--- src/rtl/fetch_queue.sv ---
// Instruction fetch queue: issues sequential fetch addresses to an instruction
// memory with one cycle of read latency, captures the returned words into a
// small circular buffer, and presents the oldest entry to the core. A redirect
// flushes everything, including a fetch still in the memory pipeline.
//
// Handshake: deq_valid/deq_ready follow strict valid/ready semantics. An entry
// is transferred on a rising edge where both are 1. deq_valid never depends on
// deq_ready, and once raised it stays up with the same payload until the
// transfer, except that a redirect or reset withdraws it.
module fetch_queue #(
  parameter int                     WORD_LEN = 32,
  parameter int                     DEPTH    = 4,
  parameter logic [WORD_LEN-1:0]    RESET_PC = '0
) (
  input  logic                        clk,
  input  logic                        rst_n,
  output logic [WORD_LEN-1:0]         addr_i,
  input  logic [WORD_LEN-1:0]         inst,
  input  logic                        redirect,
  input  logic [WORD_LEN-1:0]         redirect_pc,
  input  logic                        deq_ready,
  output logic                        deq_valid,
  output logic [WORD_LEN-1:0]         deq_inst,
  output logic [WORD_LEN-1:0]         deq_pc,
  output logic [$clog2(DEPTH+1)-1:0]  count
);

  localparam int PW = $clog2(DEPTH);
  localparam int CW = $clog2(DEPTH+1);

  logic [WORD_LEN-1:0] fpc;
  logic [WORD_LEN-1:0] flight_pc;
  logic                inflight;
  logic [PW-1:0]       head;
  logic [PW-1:0]       tail;
  logic [CW-1:0]       count_q;

  logic [WORD_LEN-1:0] inst_mem [DEPTH];
  logic [WORD_LEN-1:0] pc_mem   [DEPTH];

  logic                pop;
  logic                push;
  logic                issue;
  logic [CW:0]         occupancy;

  // Handshake and flow-control decisions for the current cycle.
  // occupancy counts held entries plus the one in the memory pipeline, minus
  // the one leaving now; issuing only while it is below DEPTH reserves a slot
  // for every outstanding fetch, so a returning word is never dropped.
  always_comb begin
    deq_valid = (count_q != '0) & ~redirect;
    pop       = deq_valid & deq_ready;
    push      = inflight & ~redirect;
    occupancy = {1'b0, count_q} + {{CW{1'b0}}, inflight} - {{CW{1'b0}}, pop};
    issue     = ~redirect & (occupancy < (CW+1)'(DEPTH));
  end

  assign addr_i   = fpc;
  assign count    = count_q;
  assign deq_inst = inst_mem[head];
  assign deq_pc   = pc_mem[head];

  // Fetch PC, in-flight tracking, pointers and occupancy; redirect wins over all.
  always_ff @(posedge clk or negedge rst_n) begin
    if (!rst_n) begin
      fpc       <= RESET_PC;
      flight_pc <= '0;
      inflight  <= 1'b0;
      head      <= '0;
      tail      <= '0;
      count_q   <= '0;
    end else if (redirect) begin
      fpc      <= {redirect_pc[WORD_LEN-1:2], 2'b00};
      inflight <= 1'b0;
      head     <= '0;
      tail     <= '0;
      count_q  <= '0;
    end else begin
      if (issue) begin
        fpc       <= fpc + WORD_LEN'(4);
        flight_pc <= fpc;
        inflight  <= 1'b1;
      end else begin
        inflight <= 1'b0;
      end
      if (push) tail <= tail + PW'(1);
      if (pop)  head <= head + PW'(1);
      case ({push, pop})
        2'b10:   count_q <= count_q + CW'(1);
        2'b01:   count_q <= count_q - CW'(1);
        default: count_q <= count_q;
      endcase
    end
  end

  // Entry storage: written at the tail when the in-flight word lands; no reset
  // needed because entries are only read while counted as valid.
  always_ff @(posedge clk) begin
    if (push) begin
      inst_mem[tail] <= inst;
      pc_mem[tail]   <= flight_pc;
    end
  end

endmodule

--- config.mk ---
export PLATFORM = sky130hd
export DESIGN_NAME = fetch_queue
export DESIGN_NICKNAME = d
export VERILOG_FILES = /design/src/rtl/fetch_queue.sv
export SDC_FILE = /design/constraint.sdc
export NUM_CORES = 1
export LEC_CHECK = 0
export ABC_AREA = 1
export BUFFER_PORTS_ARGS = -buffer_cell sky130_fd_sc_hd__buf_4
export CAP_MARGIN = 10
export CORE_MARGIN = 8
export CORE_UTILIZATION = 40
export CTS_CLUSTER_DIAMETER = 200
export DETAILED_ROUTE_END_ITERATION = 10
export SLEW_MARGIN = 20
export SYNTH_ARGS = -nofsm -noshare
export SYNTH_HDL_FRONTEND = slang
export SYNTH_SLANG_ARGS = --single-unit
--- constraint.sdc ---
create_clock -name clk -period 3.8 [get_ports clk]
set_input_delay 0.57 -clock clk [delete_from_list [all_inputs] [get_ports clk]]
set_output_delay 0.57 -clock clk [all_outputs]
set_load 0.02 [all_outputs]
After elaboration in Yosys (flattened, before gate mapping)
Memories as Yosys holds them, arrays and structs flattened.
Cells that the tools add are included.
- add/sub/neg operators: 7
- $mul: 0
- div/mod/pow operators: 0
- order comparisons: 1
- eq/ne operators: 2
- shift-type cells: 0
- muxes and demuxes: 12
- bitwise gates (word level): 5
- reductions and logical operators: 6
- operators by type and width (cell ; number):
    32-bit 2-to-1 mux ; 2
    32-bit by 3-bit adder with 32-bit output (second input constant) ; 1
    2-bit 2-to-1 mux ; 4
    3-bit case mux with 2 select lines ; 1
    2-bit nonzero test ; 3
    3-bit nonzero test ; 2
    2-bit by 1-bit adder with 2-bit output (second input constant) ; 2
    3-bit by 1-bit adder with 4-bit output ; 1
    1-bit bitwise AND ; 4
    4-bit by 3-bit less-than comparator with 1-bit output (second input constant) ; 1
    1-bit 2-to-1 mux ; 4
    4-bit by 1-bit subtractor with 4-bit output ; 1
    3-bit by 1-bit adder with 3-bit output (second input constant) ; 1
    3-bit 2-to-1 mux ; 1
    3-bit by 1-bit subtractor with 3-bit output (second input constant) ; 1
    2-bit by 1-bit == test with 1-bit output (second input constant) ; 1
    2-bit == test (second input constant) ; 1
    2-bit AND reduction ; 1
    1-bit inverter ; 1
- flip-flop bits (word level): 72
- latch bits: 0
- bits in writable memories: 256
- bits in read-only memories: 0
- output and inout port bits: 100
- word-level logic and storage cells: 41
- memories kept: 2
- memories (name ; words ; bits a word ; rd ports ; clocked after Yosys merged registers in ; wr ports ; line ; text):
    inst_mem ; 4 ; 32 ; 1 ; 0 ; 1 ; 38 ; logic [WORD_LEN-1:0] inst_mem [DEPTH];
    pc_mem ; 4 ; 32 ; 1 ; 0 ; 1 ; 39 ; logic [WORD_LEN-1:0] pc_mem [DEPTH];

Longest topological paths before layout
Gate-level depths: netlist (run 1).
- word-level depth: 8
- depth in mapped cells: 16

Worst setup path after synthesis (run 1)
OpenSTA, ideal clock, no wires.
- path kind: input to register
- start point: input port redirect
- end point: memory inst_mem[0][0] (enable)
- data arrival time: 3816 ps
- required time: 3318 ps
- slack: -498 ps
- cell stages on the path: 5
- path buffers: 2
- cell sequence: buf_2 inv_1 buf_2 nand2_1 nor2_1
- word-level cells in the longest chain between the ends: 4
- ends and longest elaborated chain (item ; line ; text):
    start: declaration ; 19 ; input logic redirect,
    1-bit inverter (no line) ; -- ;
    1-bit bitwise AND ; 53 ; push = inflight & ~redirect;
    1-bit 2-to-1 mux ; 99 ; if (push) begin
    1-bit 2-to-1 mux (not written as such) ; 100 ; inst_mem[tail] <= inst;
    end: declaration ; 38 ;
No other way between the ends.

Worst setup path after layout (run 1)
- start point: register head[0]
- end point: output port deq_pc[20]
- word-level cells in the longest chain between the ends: 1
- ends and longest elaborated chain (item ; line ; text):
    start: declaration ; 34 ; logic [PW-1:0] head;
    start signal: assignment ; 87 ; if (pop) head <= head + PW'(1);
    memory 4 x 32 bit ; -- ;
    end: declaration ; 24 ; output logic [WORD_LEN-1:0] deq_pc,
No other way between the ends.

==> impl_metrics.tcl, run 1 <==
set metrics [dict create \
    yosysWarningCount 0 \
    cts_hold_buf 0 \
    crit_fanout 91 \
    grt_usage 0.155 \
    port_buffers 161 \
    cp_data_required_time_ns 3.23 \
    end_kind "output pin" \
    status "completed" \
    syn_area_sq_um 13100 \
    initial_core_util 0.404 \
    crit_arrival_ns 2.74 \
    hpwlAfterDp_mm 18.5 \
    cts_sinks 316 \
    vias_per_cell 4.97 \
    rsz0062_at_grt "no" \
    ioPinCount 168 \
    maxSlewViolCount 0 \
    drt_iter0_drc 473 \
    num_vias 8766 \
    cts_resized 0 \
    hold_viol 0 \
    nets 1374 \
    critPathCapture "deq_pc[20]" \
    wl_per_cell_um 17.3 \
    hp-class "in2async" \
    antenna_cells 0 \
    worst_pin_slew_ns 0.965 \
    drt-total-wl_mm 30.6 \
    cp-start-kind "flop" \
    worstSetupPathType "reg2out" \
    synth_largest_area_cell "edfxtp_1" \
    grt_pass1_vias 8600 \
    r2r_slack_ns 0.82 \
    cts_root_buffer "clkbuf_16" \
    die_width_um 197 \
    path_clk_slew_ns 0.06 \
    fin_ws_ns 0.488 \
    rr_startpoint "count[1]$_DFFE_PN0P_" \
    ys_ff_latch 316 \
    die_h_um 197 \
    irDropWorstVdd_mv 0.536 \
    postCtsSetupRepairBufs 0 \
    whs_ns 0.190 \
    max_cap_viol_count 0 \
    grt_first_pass_wirelength_mm 48.0 \
    fmax_mhz 302 \
    grt.overflow.total 0 \
    antenna_found_initial 0 \
    grt_start_max_net_pins 95 \
    startpoint "head[0]$_DFFE_PN0P_" \
    cts_tree "done" \
    rows 66 \
    insertion_delay_ns 0.49 \
    clock_skew_ns 0.00708 \
    timing.final.crit_share 0.872 \
    utilization 0.491 \
    place_congestion 0.885 \
    layout-drive-gt1-share 0.185 \
    synth_cell_types 37 \
    core_sq_um 32400 \
    ff2ff_path_depth 15 \
    synth_area_leaders "edfxtp_1 (57%), dfrtp_1 (13%), nand2_1 (5.8%), o21ai_0 (5.5%), nor2_1 (4.9%)" \
    die_area_sq_um 38800 \
    relSlewSlack 0.357 \
    areaGrowthSynthToFinish_pct 21.5 \
    layout_min_cycle_time_ns 3.31 \
    cts_max_level 2 \
    place_ws_ns 0.513 \
    instances_no_fill 1765 \
    place_inst 1702 \
    seq_area_frac_synth 0.699 \
    rr_endpoint "addr_i[19]$_DFFE_PN0P_" \
    final-setup-viol-count 0 \
    numCtsBuffers 35 \
    leakagePower_nw 6.15 \
    power.density_nw_per_um2 821 \
    drtPass1Iterations 5 \
    syn_inst 1146 \
    clockBufferDepth 3 \
    yosys.area.top_type_share 0.569 \
    final_antenna_net_count 0 \
    drc_errors 0 \
    syn-mean-instance-area_sq_um 11.4 \
]
==> report_power, final <==
group          internal (mW)  leakage [nW]  switching (mW)
logic                   1.53          2.48            2.91
clock network           2.13         0.561            1.28
registers               4.55          3.10           0.661
total                   8.21          6.15            4.85
==> critical path, cell delays in order, from the launching register on <==
cell and delay [ns]:
dfrtp_4 0.66, buf_4 0.77, o21ai_0 0.22, o22ai_1 0.35, buf_4 0.21
==> metal layers <==
layer / GRT usage / vias to the layer above / wire length (um)
met5: 0 / - / 0
met4: 0.0376 / 0 / 404
met3: 0.0356 / 30 / 1890
li1: - / 4297 / -
met1: 0.212 / 4189 / 14200
met2: 0.249 / 250 / 14100
==> cells in the final DEF, fill, tap and decap left out, types with 9 or more instances in the layout <==
cell type  instances
nand4_1           10
clkbuf_1           9
edfxtp_1         248
o21ai_0          143
o22ai_1           62
nand2_1          201
buf_4            169
nor2_1           168
clkbuf_16         37
dfrtp_1           66
o21ai_1           11
inv_1             60
nand3_1           46
==> stage by stage <==
| stage | total power, mW | area [sq um] | setup TNS (ns) |
|---|---|---|---|
| CTS | 13.2 | 15900 | 0 |
| floorplan | 7.97 | 13100 | -123.55 |
| finish | 13.1 | 15900 | 0 |
| detailed placement | 9.78 | 14700 | 0 |
| global route | 13.9 | 15900 | 0 |
| global placement | 9.71 | 14700 | 0 |
==> cell usage after synthesis <==
| cell | number |
|---|---|
| clkinv_2 | 1 |
| xnor2_1 | 8 |
| nand3_2 | 1 |
| o22ai_1 | 62 |
| fa_1 | 1 |
| o21ai_0 | 143 |
| inv_1 | 61 |
| nor2_4 | 3 |
| a21oi_1 | 1 |
| xor2_1 | 8 |
| nand3b_2 | 1 |
| buf_4 | 8 |
| ha_1 | 8 |
| a31oi_1 | 1 |
| o21ai_1 | 11 |
| buf_1 | 1 |
| buf_2 | 14 |
| o211ai_1 | 7 |
| xor2_4 | 1 |
| conb_1 | 1 |
| inv_2 | 2 |
| nand3_4 | 1 |
| nand2_1 | 201 |
| o31ai_1 | 1 |
| clkbuf_1 | 36 |
| nand4_1 | 10 |
| dfrtp_1 | 68 |
| buf_6 | 3 |
| edfxtp_1 | 248 |
| nor2_1 | 172 |
| nand3_1 | 46 |
| nand3b_1 | 1 |
| nor2_2 | 4 |
| a21oi_4 | 1 |
| nor3_1 | 4 |
| o21a_1 | 2 |
| nand2_2 | 4 |
==> area by class of cell <==
| type | instances | area (sq um) |
|---|---|---|
| fill | 2942 | 16500 |
| tap | 442 | 553 |
| clock buffer | 47 | 973 |
| timing repair buffer | 173 | 1350 |
| clock inverter | 16 | 200 |
| sequential | 316 | 9150 |
| inverter | 64 | 243 |
| multi-input combinational | 707 | 3440 |
==> flip-flops by register name, summed over array words and instances, names as in the netlist <==
signal,count
pc_mem,120
inst_mem,128
inflight,1
count,3
addr_i,30
flight_pc,30
tail,2
head,2
==> how the worst min path moves through the flow <==
stage / cells past startpoint / slack [ns] / end / from
floorplan: 0 / 0.27 / addr_i[10]$_DFFE_PN0P_ / rst_n
global placement: 0 / 0.50 / pc_mem[0][14]$_DFFE_PP_ / flight_pc[14]$_DFFE_PN0P_
detailed placement: 0 / 0.51 / pc_mem[3][20]$_DFFE_PP_ / flight_pc[20]$_DFFE_PN0P_
CTS: 1 / 0.22 / count[1]$_DFFE_PN0P_ / rst_n
global route: 1 / 0.24 / inst_mem[3][28]$_DFFE_PP_ / inst[28]
finish: 1 / 0.19 / addr_i[24]$_DFFE_PN0P_ / rst_n
==> kinds of logic (layout without fill, tap and decap cells) <==
kind of cell,count (synthesis),count (layout),share of synthesized area
XOR/XNOR,17,17,0.0128
buffers and inverters,126,300,0.0416
adder cells (fa/ha/maj),9,9,0.00918
AO/OA/AOI/OAI,229,229,0.0964
AND/OR/NAND/NOR,448,448,0.141
flip-flops,316,316,0.699
other,1,4,0.000287
Power figures use the tool's default switching activity.
==> run 2: changes to the inputs <==
- CTS_BUF_LIST: not set -> sky130_fd_sc_hd__clkbuf_8
==> run 2 against run 1 <==
Effect of this change: critical endpoint is now deq_pc[18]; cell area fell by 1.3%; sequential share of layout area up 0.74 points; highest routed layer unchanged; register-to-register slack got worse by 0.02 ns.
==> impl_metrics.tcl, run 2 (same netlist as run 1, synthesis figures left out) <==
set metrics [dict create \
    crit_arrival_ns 2.77 \
    postCtsSetupRepairBufs 0 \
    drt_iter0_drc 441 \
    wl_per_cell_um 17.0 \
    cts_tree "done" \
    seq_area_sq_um 9150 \
    cts_hold_buf 0 \
    slowest_stage "buf_4" \
    final_common_cell "edfxtp_1" \
    hpwlAfterDp_mm 18.5 \
    crit_chain "buf_4 -> o21ai_0 -> o22ai_1 -> buf_4" \
    path_buf_inv 2 \
    cts_root_buffer "clkbuf_8" \
    final_antenna_net_count 0 \
    layout_min_cycle_time_ns 3.34 \
    ioPinCount 168 \
    die_h_um 197 \
    reg.largest.list "inst_mem: 128 flops, pc_mem: 120 flops" \
    rows 66 \
    max_cap_viol_count 0 \
    nets 1391 \
    r2r_slack_ns 0.80 \
    drtPass1Iterations 4 \
    core_sq_um 32400 \
    stdcell_area_sq_um 15700 \
    rr_endpoint "addr_i[19]$_DFFE_PN0P_" \
    final-setup-viol-count 0 \
    status "completed" \
    startpoint "head[0]$_DFFE_PN0P_" \
    maxSlewViolCount 0 \
    drt-total-wl_mm 30.6 \
    grt_pass1_vias 8735 \
    drc_errors 0 \
    rsz0062_at_grt "no" \
    port_buffers 161 \
    leakagePower_nw 6.15 \
    place_congestion 0.885 \
    antenna_cells 0 \
    critPathTopFamily "buffers and inverters" \
    regMostFlops "inst_mem" \
    fin_ws_ns 0.457 \
    timing.final.crit_share 0.880 \
    clockBufferDepth 3 \
    clockPowerShare 0.221 \
    cts_max_level 2 \
    placed_area_sq_um 14700 \
    relSlewSlack 0.369 \
    grt_first_pass_wirelength_mm 48.1 \
    grt_usage 0.155 \
    power.density_nw_per_um2 789 \
    rr_startpoint "count[1]$_DFFE_PN0P_" \
    ff2ff_path_depth 15 \
    grt.overflow.total 0 \
    irDropWorstVdd_mv 0.541 \
    cp_data_required_time_ns 3.23 \
    end_kind "output pin" \
    areaGrowthSynthToFinish_pct 20.0 \
    die_width_um 197 \
    grt_start_max_net_pins 95 \
    swShare 0.392 \
    numCtsBuffers 52 \
    cts_sinks 316 \
    hp-class "in2async" \
    antenna_found_initial 0 \
    die_area_sq_um 38800 \
    critical-path-top-cell-by-count "buf_4" \
    path_clk_slew_ns 0.06 \
    largest_reg_flops 128 \
    worstSetupPathType "reg2out" \
    insertion_delay_ns 0.57 \
    fmax_mhz 299 \
    p_switching_mw 4.86 \
    initial_core_util 0.404 \
    cp-start-kind "flop" \
    layout_common_cells "edfxtp_1 (248), nand2_1 (201), buf_4 (169), nor2_1 (168), o21ai_0 (143)" \
    p_comb_frac 0.358 \
    worst_pin_slew_ns 0.946 \
    p_int_mw 7.53 \
    utilization 0.485 \
    vias_per_cell 4.93 \
    max_stage_delay_ns 0.77 \
    seq_power_share 0.420 \
    crit_fanout 91 \
    critPathCapture "deq_pc[18]" \
    num_vias 8864 \
    multi_input_area_sq_um 3440 \
    cts_resized 0 \
    hold_viol 0 \
    fillers 2984 \
    layout-drive-gt1-share 0.195 \
    clock_skew_ns 0.0183 \
    cp.depth 4 \
    place_ws_ns 0.513 \
]
-- run 2: worst min path at each step --
stage	startpoint	end	slack, ns	cells past startpoint
3_3_place_gp	flight_pc[14]$_DFFE_PN0P_	pc_mem[0][14]$_DFFE_PP_	0.50	0
4_1_cts	rst_n	count[1]$_DFFE_PN0P_	0.14	1
6_report	rst_n	addr_i[2]$_DFFE_PN0P_	0.13	1
2_1_floorplan	rst_n	addr_i[10]$_DFFE_PN0P_	0.27	0
5_1_grt	inst[28]	inst_mem[3][28]$_DFFE_PP_	0.14	1
3_5_place_dp	flight_pc[20]$_DFFE_PN0P_	pc_mem[3][20]$_DFFE_PP_	0.51	0
-- run 2: metal layers --
layer	global-route usage	vias up	part of all wire
li1	-	4342	-
met3	0.0358	56	0.057
met2	0.247	231	0.46
met5	0	-	0
met1	0.211	4235	0.47
met4	0.0468	0	0.021
-- run 2: stage by stage --
stage | TNS [ns] | cells | power [mW] | hold slack [ns]
2_1_floorplan | -123.55 | 1149 | 7.97 | 0.274
3_3_place_gp | 0 | 1702 | 9.71 | 0.503
3_5_place_dp | 0 | 1702 | 9.78 | 0.508
4_1_cts | 0 | 1798 | 12.6 | 0.138
5_1_grt | 0 | 1798 | 13.2 | 0.142
6_report | 0 | 1798 | 12.4 | 0.130
-- run 2: final cells by class --
| class | count | share of cell area |
|---|---|---|
| clock buffers | 54 | 0.0473 |
| flip-flops and latches | 316 | 0.583 |
| inverters | 64 | 0.0155 |
| clock inverters | 42 | 0.0146 |
| repair buffers | 173 | 0.0859 |
| well taps | 442 | 0.0352 |
| multi-input cells | 707 | 0.219 |
-- run 2: power groups by stage --
stage	clock network, mW	logic, mW	registers [mW]
CTS	2.84	4.51	5.21
global placement	0	4.45	5.26
global route	2.99	4.90	5.31
floorplan	0	2.75	5.21
detailed placement	0	4.50	5.27
finish	2.74	4.44	5.21
